$ cat src/rtl/wb_arbiter_if.sv
// Bundle of the write-back arbiter's bus signals.
//   a_*      : source A (in-order pipeline) write request, no back-pressure
//   b_*      : source B (multi-cycle results) write request, valid/ready
//   wb_*     : registered general-register-file write port
//   pending  : per-register mask of queued or in-flight source-B writes
//   b_count  : occupied source-B FIFO entries (killed entries included)
// Modport slave is taken by the arbiter, master by whoever drives it.
interface wb_arbiter_if #(
   parameter int unsigned PTR_W = 2
);
   logic             a_valid;
   logic [4:0]       a_waddr;
   logic [31:0]      a_wdata;
   logic             b_valid;
   logic             b_ready;
   logic [4:0]       b_waddr;
   logic [31:0]      b_wdata;
   logic             wb_en;
   logic [4:0]       wb_waddr;
   logic [31:0]      wb_wdata;
   logic [31:0]      pending;
   logic [PTR_W:0]   b_count;

   modport slave (
      input  a_valid, a_waddr, a_wdata,
      input  b_valid, b_waddr, b_wdata,
      output b_ready,
      output wb_en, wb_waddr, wb_wdata,
      output pending, b_count
   );

   modport master (
      output a_valid, a_waddr, a_wdata,
      output b_valid, b_waddr, b_wdata,
      input  b_ready,
      input  wb_en, wb_waddr, wb_wdata,
      input  pending, b_count
   );
endinterface

$ cat src/rtl/wb_arbiter.sv
// Write-back arbiter for the single register-file write port.
// Source A (pipeline) always wins; source B (mul/div, late loads) is buffered
// in a DEPTH-entry FIFO and drains when A is idle. A younger A write to a
// register kills any queued B entries for the same register.
// Ports:
//   clk     : rising-edge clock
//   resetn  : asynchronous active-low reset
//   bus     : wb_arbiter_if.slave (source A/B requests, wb_* port, pending,
//             b_count)
// Optional feature macro: WB_BYPASS_EN -- when defined, a B write arriving at
// an empty FIFO with no A write that cycle loads the output register directly
// (1-cycle latency) instead of being enqueued.
module wb_arbiter #(
   parameter int unsigned DEPTH = 4,
   parameter int unsigned PTR_W = 2
) (
   input  logic         clk,
   input  logic         resetn,
   wb_arbiter_if.slave  bus
);

   localparam int unsigned AW   = 5;
   localparam int unsigned DW   = 32;
   localparam int unsigned CW   = PTR_W + 1;
   localparam int unsigned NREG = 32;

   typedef struct packed {
      logic          valid;
      logic          kill;
      logic [AW-1:0] waddr;
      logic [DW-1:0] wdata;
   } entry_t;

   entry_t           fifo_q [DEPTH];
   logic [PTR_W-1:0] rd_ptr_q;
   logic [PTR_W-1:0] wr_ptr_q;
   logic [CW-1:0]    count_q;

   logic             wb_en_q;
   logic [AW-1:0]    wb_waddr_q;
   logic [DW-1:0]    wb_wdata_q;
   logic             wb_from_b_q;

   logic             b_ready_c;
   logic             a_wr_c;
   logic             b_wr_c;
   logic             pop_c;
   logic             pop_wr_c;
   logic             push_c;
   logic             bypass_c;
   entry_t           head_c;
   entry_t           new_ent_c;
   logic [NREG-1:0]  pending_c;

   // Handshake, priority and FIFO control decode
   always_comb begin
      b_ready_c = (count_q != CW'(DEPTH));
      a_wr_c    = bus.a_valid & (bus.a_waddr != '0);
      // Register-0 B writes complete the handshake but are otherwise dropped
      b_wr_c    = bus.b_valid & b_ready_c & (bus.b_waddr != '0);
      head_c    = fifo_q[rd_ptr_q];
      pop_wr_c  = ~a_wr_c & head_c.valid & ~head_c.kill;
      // A killed head leaves regardless of A; a live head only when A is idle
      pop_c     = head_c.valid & (head_c.kill | pop_wr_c);
`ifdef WB_BYPASS_EN
      bypass_c  = b_wr_c & ~a_wr_c & (count_q == '0);
`else
      bypass_c  = 1'b0;
`endif
      push_c    = b_wr_c & ~bypass_c;
      // An A write in the same cycle is program-younger than the B result
      new_ent_c.valid = 1'b1;
      new_ent_c.kill  = a_wr_c & (bus.a_waddr == bus.b_waddr);
      new_ent_c.waddr = bus.b_waddr;
      new_ent_c.wdata = bus.b_wdata;
   end

   // FIFO storage, pointers and occupancy
   always_ff @(posedge clk or negedge resetn) begin
      if (!resetn) begin
         for (int unsigned i = 0; i < DEPTH; i++) begin
            fifo_q[i] <= '0;
         end
         rd_ptr_q <= '0;
         wr_ptr_q <= '0;
         count_q  <= '0;
      end else begin
         for (int unsigned i = 0; i < DEPTH; i++) begin
            if (a_wr_c && fifo_q[i].valid && (fifo_q[i].waddr == bus.a_waddr)) begin
               fifo_q[i].kill <= 1'b1;
            end
         end
         if (pop_c) begin
            fifo_q[rd_ptr_q].valid <= 1'b0;
            rd_ptr_q               <= rd_ptr_q + PTR_W'(1);
         end
         if (push_c) begin
            fifo_q[wr_ptr_q] <= new_ent_c;
            wr_ptr_q         <= wr_ptr_q + PTR_W'(1);
         end
         count_q <= count_q + CW'(push_c) - CW'(pop_c);
      end
   end

   // Output register: A, then FIFO head, then (optionally) direct B
   always_ff @(posedge clk or negedge resetn) begin
      if (!resetn) begin
         wb_en_q     <= 1'b0;
         wb_waddr_q  <= '0;
         wb_wdata_q  <= '0;
         wb_from_b_q <= 1'b0;
      end else if (a_wr_c) begin
         wb_en_q     <= 1'b1;
         wb_waddr_q  <= bus.a_waddr;
         wb_wdata_q  <= bus.a_wdata;
         wb_from_b_q <= 1'b0;
      end else if (pop_wr_c) begin
         wb_en_q     <= 1'b1;
         wb_waddr_q  <= head_c.waddr;
         wb_wdata_q  <= head_c.wdata;
         wb_from_b_q <= 1'b1;
      end else if (bypass_c) begin
         wb_en_q     <= 1'b1;
         wb_waddr_q  <= bus.b_waddr;
         wb_wdata_q  <= bus.b_wdata;
         wb_from_b_q <= 1'b1;
      end else begin
         wb_en_q     <= 1'b0;
         wb_from_b_q <= 1'b0;
      end
   end

   // Pending mask from registered state only
   always_comb begin
      pending_c = '0;
      for (int unsigned i = 0; i < DEPTH; i++) begin
         if (fifo_q[i].valid && !fifo_q[i].kill) begin
            pending_c[fifo_q[i].waddr] = 1'b1;
         end
      end
      if (wb_en_q && wb_from_b_q) begin
         pending_c[wb_waddr_q] = 1'b1;
      end
      pending_c[0] = 1'b0;
   end

   assign bus.b_ready  = b_ready_c;
   assign bus.wb_en    = wb_en_q;
   assign bus.wb_waddr = wb_waddr_q;
   assign bus.wb_wdata = wb_wdata_q;
   assign bus.pending  = pending_c;
   assign bus.b_count  = count_q;

endmodule
$ cat src/flat_wrapper.sv
// flat-port wrapper written by rule: the top's interface ports become plain ports
module wb_arbiter_flat 
#(
   parameter int unsigned DEPTH = 4,
   parameter int unsigned PTR_W = 2
)
  (clk, resetn, bus_a_valid, bus_a_waddr, bus_a_wdata, bus_b_valid, bus_b_waddr, bus_b_wdata, bus_b_ready, bus_wb_en, bus_wb_waddr, bus_wb_wdata, bus_pending, bus_b_count);
  wb_arbiter_if #(.PTR_W(PTR_W)) bus_i ();
  input  logic clk;
  input  logic resetn;
  input wire logic [$bits(bus_i.a_valid)-1:0] bus_a_valid;
  input wire logic [$bits(bus_i.a_waddr)-1:0] bus_a_waddr;
  input wire logic [$bits(bus_i.a_wdata)-1:0] bus_a_wdata;
  input wire logic [$bits(bus_i.b_valid)-1:0] bus_b_valid;
  input wire logic [$bits(bus_i.b_waddr)-1:0] bus_b_waddr;
  input wire logic [$bits(bus_i.b_wdata)-1:0] bus_b_wdata;
  output wire logic [$bits(bus_i.b_ready)-1:0] bus_b_ready;
  output wire logic [$bits(bus_i.wb_en)-1:0] bus_wb_en;
  output wire logic [$bits(bus_i.wb_waddr)-1:0] bus_wb_waddr;
  output wire logic [$bits(bus_i.wb_wdata)-1:0] bus_wb_wdata;
  output wire logic [$bits(bus_i.pending)-1:0] bus_pending;
  output wire logic [$bits(bus_i.b_count)-1:0] bus_b_count;
  assign bus_i.a_valid = bus_a_valid;
  assign bus_i.a_waddr = bus_a_waddr;
  assign bus_i.a_wdata = bus_a_wdata;
  assign bus_i.b_valid = bus_b_valid;
  assign bus_i.b_waddr = bus_b_waddr;
  assign bus_i.b_wdata = bus_b_wdata;
  assign bus_b_ready = bus_i.b_ready;
  assign bus_wb_en = bus_i.wb_en;
  assign bus_wb_waddr = bus_i.wb_waddr;
  assign bus_wb_wdata = bus_i.wb_wdata;
  assign bus_pending = bus_i.pending;
  assign bus_b_count = bus_i.b_count;
  wb_arbiter #(.DEPTH(DEPTH), .PTR_W(PTR_W)) u_core (.clk(clk), .resetn(resetn), .bus(bus_i));
endmodule
$ cat config.mk
export PLATFORM = sky130hd
export DESIGN_NAME = wb_arbiter_flat
export DESIGN_NICKNAME = d
export VERILOG_FILES = /design/src/rtl/wb_arbiter_if.sv /design/src/rtl/wb_arbiter.sv /design/src/flat_wrapper.sv
export SDC_FILE = /design/constraint.sdc
export NUM_CORES = 1
export LEC_CHECK = 0
export CORE_MARGIN = 10
export CORE_UTILIZATION = 35
export CTS_CLUSTER_SIZE = 40
export DETAILED_ROUTE_END_ITERATION = 6
export GPL_TIMING_DRIVEN = 1
export PLACE_DENSITY = 0.51
export SLEW_MARGIN = 20
export SYNTH_ARGS = -nofsm -noshare
export SYNTH_HDL_FRONTEND = slang
export SYNTH_SLANG_ARGS = --single-unit
export TNS_END_PERCENT = 1
$ cat constraint.sdc
create_clock -name clk -period 5.6 [get_ports clk]
set_input_delay 0.56 -clock clk [delete_from_list [all_inputs] [get_ports clk]]
set_output_delay 0.56 -clock clk [all_outputs]
set_load 0.02 [all_outputs]
==> impl_metrics.toml <==
[floorplanning]
ios = 152
rows = 64
die_w_um = 196
fp.coreArea_um2 = 30500
die_h_um = 196
dieArea_um2 = 38200
initial_core_util = 0.353

[clocking]
cts_hold_buf = 1
cts_buffers = 24
cts_tree = "done"
cts_root_buffer = "clkbuf_16"
htreeDepth = 1
postCtsSetupBuffers = 0
path_clk_slew_ps = 60
clockBufferDepth = 3
cts_resized = 0
cts_sinks = 202
insertion_delay_ps = 510

[route]
via_per_inst = 5.42
drcViolationCount = 0
highest_layer = "met5"
wirelength_mm = 31.2
wl_per_cell_um = 22.2
postRouteAntennaNets = 0
wl_met3_mm = 1.92
vias = 7603
drt-met1-wl_mm = 13.5
dr_wl_met2_mm = 15.2
initialDrtViolationCount = 454
dr.pass1.iters = 6

[logic_synthesis]
syn_area_um2 = 10800
synth_top_area_share = 0.469
synthCells = 872
synth.most_common_cell = "dfrtp_1"
ys_top_cells_by_count = "dfrtp_1 (202), mux2_2 (129), nand2_1 (62)"
synth_edf_count = 0
synth.distinct_cells = 47
yosysTopAreaCell = "dfrtp_1"
ys_async_sr_fraction = 1.00
yosysWarnings = 0
yosysSeqAreaShare = 0.469
synth_ff_type = "dfrtp_1"
syn_area_per_cell_um2 = 12.4
synth.area.top_cells = "dfrtp_1 (47%), mux2_2 (13%), mux4_2 (8.1%)"
ys_seq_elements = 202
synth_fp_nets = 961

[critical_path]
worst-path-buf-inv = 1
worst_path_largest_cell_delay_ps = 730
cp_data_arrival_time_ps = 2860
start_kind = "flip-flop"
critPathMaxFanout = 11
path_class = "flip-flop to output port"
cpLargestDelayFamily = "simple AND/OR/NAND/NOR gates"
cp-end-kind = "output port"
slowest_stage = "nor3b_1"
crit_chain = "nor3b_1 -> a22oi_1 -> nand3_1 -> clkdlybuf4s50_1"
cp.required_ps = 5040

[sta]
fin_crit_sh = 0.610
fin_crit_ps = 3420
worst_slew_pin_slew_ps = 906
setup_tns_ps = 0
slew_violations = 0
max_freq_ghz = 0.293
slew_headroom = 0.394
rsz0062_at_grt = "no"
hold_viol = 0
clock-skew-final_ps = 14.6
finalSetupViolCount = 0

[pwr]
finalPower_uw = 8530
p_leak_uw = 0.00549
power_density_nw_per_um2 = 645
netSwitchingFraction = 0.386
intPower_uw = 5240
switchingPower_uw = 3290
peakVddDrop_mv = 0.291
clkPwrFrac = 0.170
power_frac_comb = 0.487
pwr-share-seq = 0.342

[job]
cap_violations = 0

[cells_and_area]
post-route-util = 0.433
drive_above_1_share = 0.240
antennaDiodeCount = 0
fin_area_um2 = 13200
fin_nets = 1080
synthToLayoutAreaGrowth_pct = 22.5

[global_route]
first_global_vias = 8085
overflow = 0
grt_pass1_wl_mm = 49.1
grt.total_usage = 0.158
antenna_found_initial = 3
grt_max_degree = 156

[worst_hold_path]
min_path_type = "flip-flop to flip-flop"

[placed_design]
gp_congestion = 0.879
hpwl_mm = 21.2
placement.cell_area_um2 = 12500
io_buffer_count = 150

[outcome]
status = "complete, no violations"
==> stage by stage <==
stage | worst slack, ps | hold slack [ps] | instances
3_3_place_gp | 1830 | 482 | 1360
5_1_grt | 2090 | 513 | 1403
4_1_cts | 2280 | 501 | 1403
6_report | 2180 | 499 | 1403
3_5_place_dp | 1800 | 488 | 1360
2_1_floorplan | 2690 | 264 | 872
==> path summary, 6_finish.rpt <==
path	start	end	slack, ps	depth (start not counted)
worst min register to register	u_core.fifo_q[13]$_DFFE_PN0P_	u_core.fifo_q[13]$_DFFE_PN0P_	500	1
worst max-delay path	u_core.fifo_q[152]$_DFFE_PN0P_	bus_pending[8]	2180	4
worst min-delay path	u_core.fifo_q[13]$_DFFE_PN0P_	u_core.fifo_q[13]$_DFFE_PN0P_	500	1
max in group asynchronous	resetn	u_core.fifo_q[153]$_DFFE_PN0P_	3860	3
worst max register to register	u_core.rd_ptr_q[0]$_DFFE_PN0N_	u_core.bus.b_count[2]$_DFF_PN0_	2580	10
min in group asynchronous	resetn	u_core.bus.wb_wdata[17]$_DFFE_PN0P_	550	2
==> cells by family after synthesis <==
group	count (synthesis)	synth area share
xor+xnor	29	0.0236
flops	202	0.469
fa+ha+maj	11	0.0135
buf+inv	78	0.0418
compound gates	116	0.0682
other cells	1	0.000348
mux	229	0.282
simple gates	206	0.102
==> layer usage <==
metal | GRT usage | vias to the layer above
li1 | - | 3445
met4 | 0.0410 | 2
met2 | 0.267 | 251
met3 | 0.0337 | 46
met1 | 0.202 | 3859
met5 | 0 | -
==> layout make-up <==
| class | instances | area (um2) |
|---|---|---|
| Tap cell | 396 | 495 |
| Multi-Input combinational cell | 592 | 5290 |
| Fill cell | 2861 | 17300 |
| Inverter | 12 | 45.0 |
| Clock inverter | 7 | 41.3 |
| Sequential cell | 202 | 5060 |
| Clock buffer | 35 | 693 |
| Timing Repair Buffer | 159 | 1590 |
==> sequential cells by signal, indices dropped and copies added, names as in the netlist <==
register,flops
u_core.bus.wb_wdata,32
u_core.wb_from_b_q,1
u_core.fifo_q,156
u_core.bus.b_count,3
u_core.bus.wb_waddr,5
u_core.bus.wb_en,1
u_core.rd_ptr_q,2
u_core.wr_ptr_q,2
==> power groups by stage <==
stage                     Combinational, uW  Clock [uW]  Sequential, uW
after floorplan                        3030           0            2710
final                                  4150        1450            2920
after global placement                 4190           0            2920
after detailed placement               4210           0            2920
after global routing                   4500        1570            3020
after CTS                              4220        1500            2910
==> worst register-to-register path: cells and delay by family, from the launching register on <==
| family | cells | cell delay, ps |
|---|---|---|
| AOI/OAI and AO/OA | 1 | 210 |
| xor gates and xnor gates | 2 | 280 |
| adders and majority gates | 3 | 800 |
| buffers and inverters | 3 | 800 |
| DFF | 1 | 370 |
| muxes | 1 | 440 |
==> layout by cell type (no fill, tap or decap), types with 22 or more instances in the layout <==
cell type,instances
o22ai_1,28
nand3_1,22
nor2_1,28
mux2i_1,41
o21ai_0,38
clkbuf_16,25
mux2_2,129
nand2_1,60
clkdlybuf4s50_1,149
mux4_2,39
dfrtp_1,200
a22oi_1,30
Note: power is estimated with default switching activity, not from simulation.
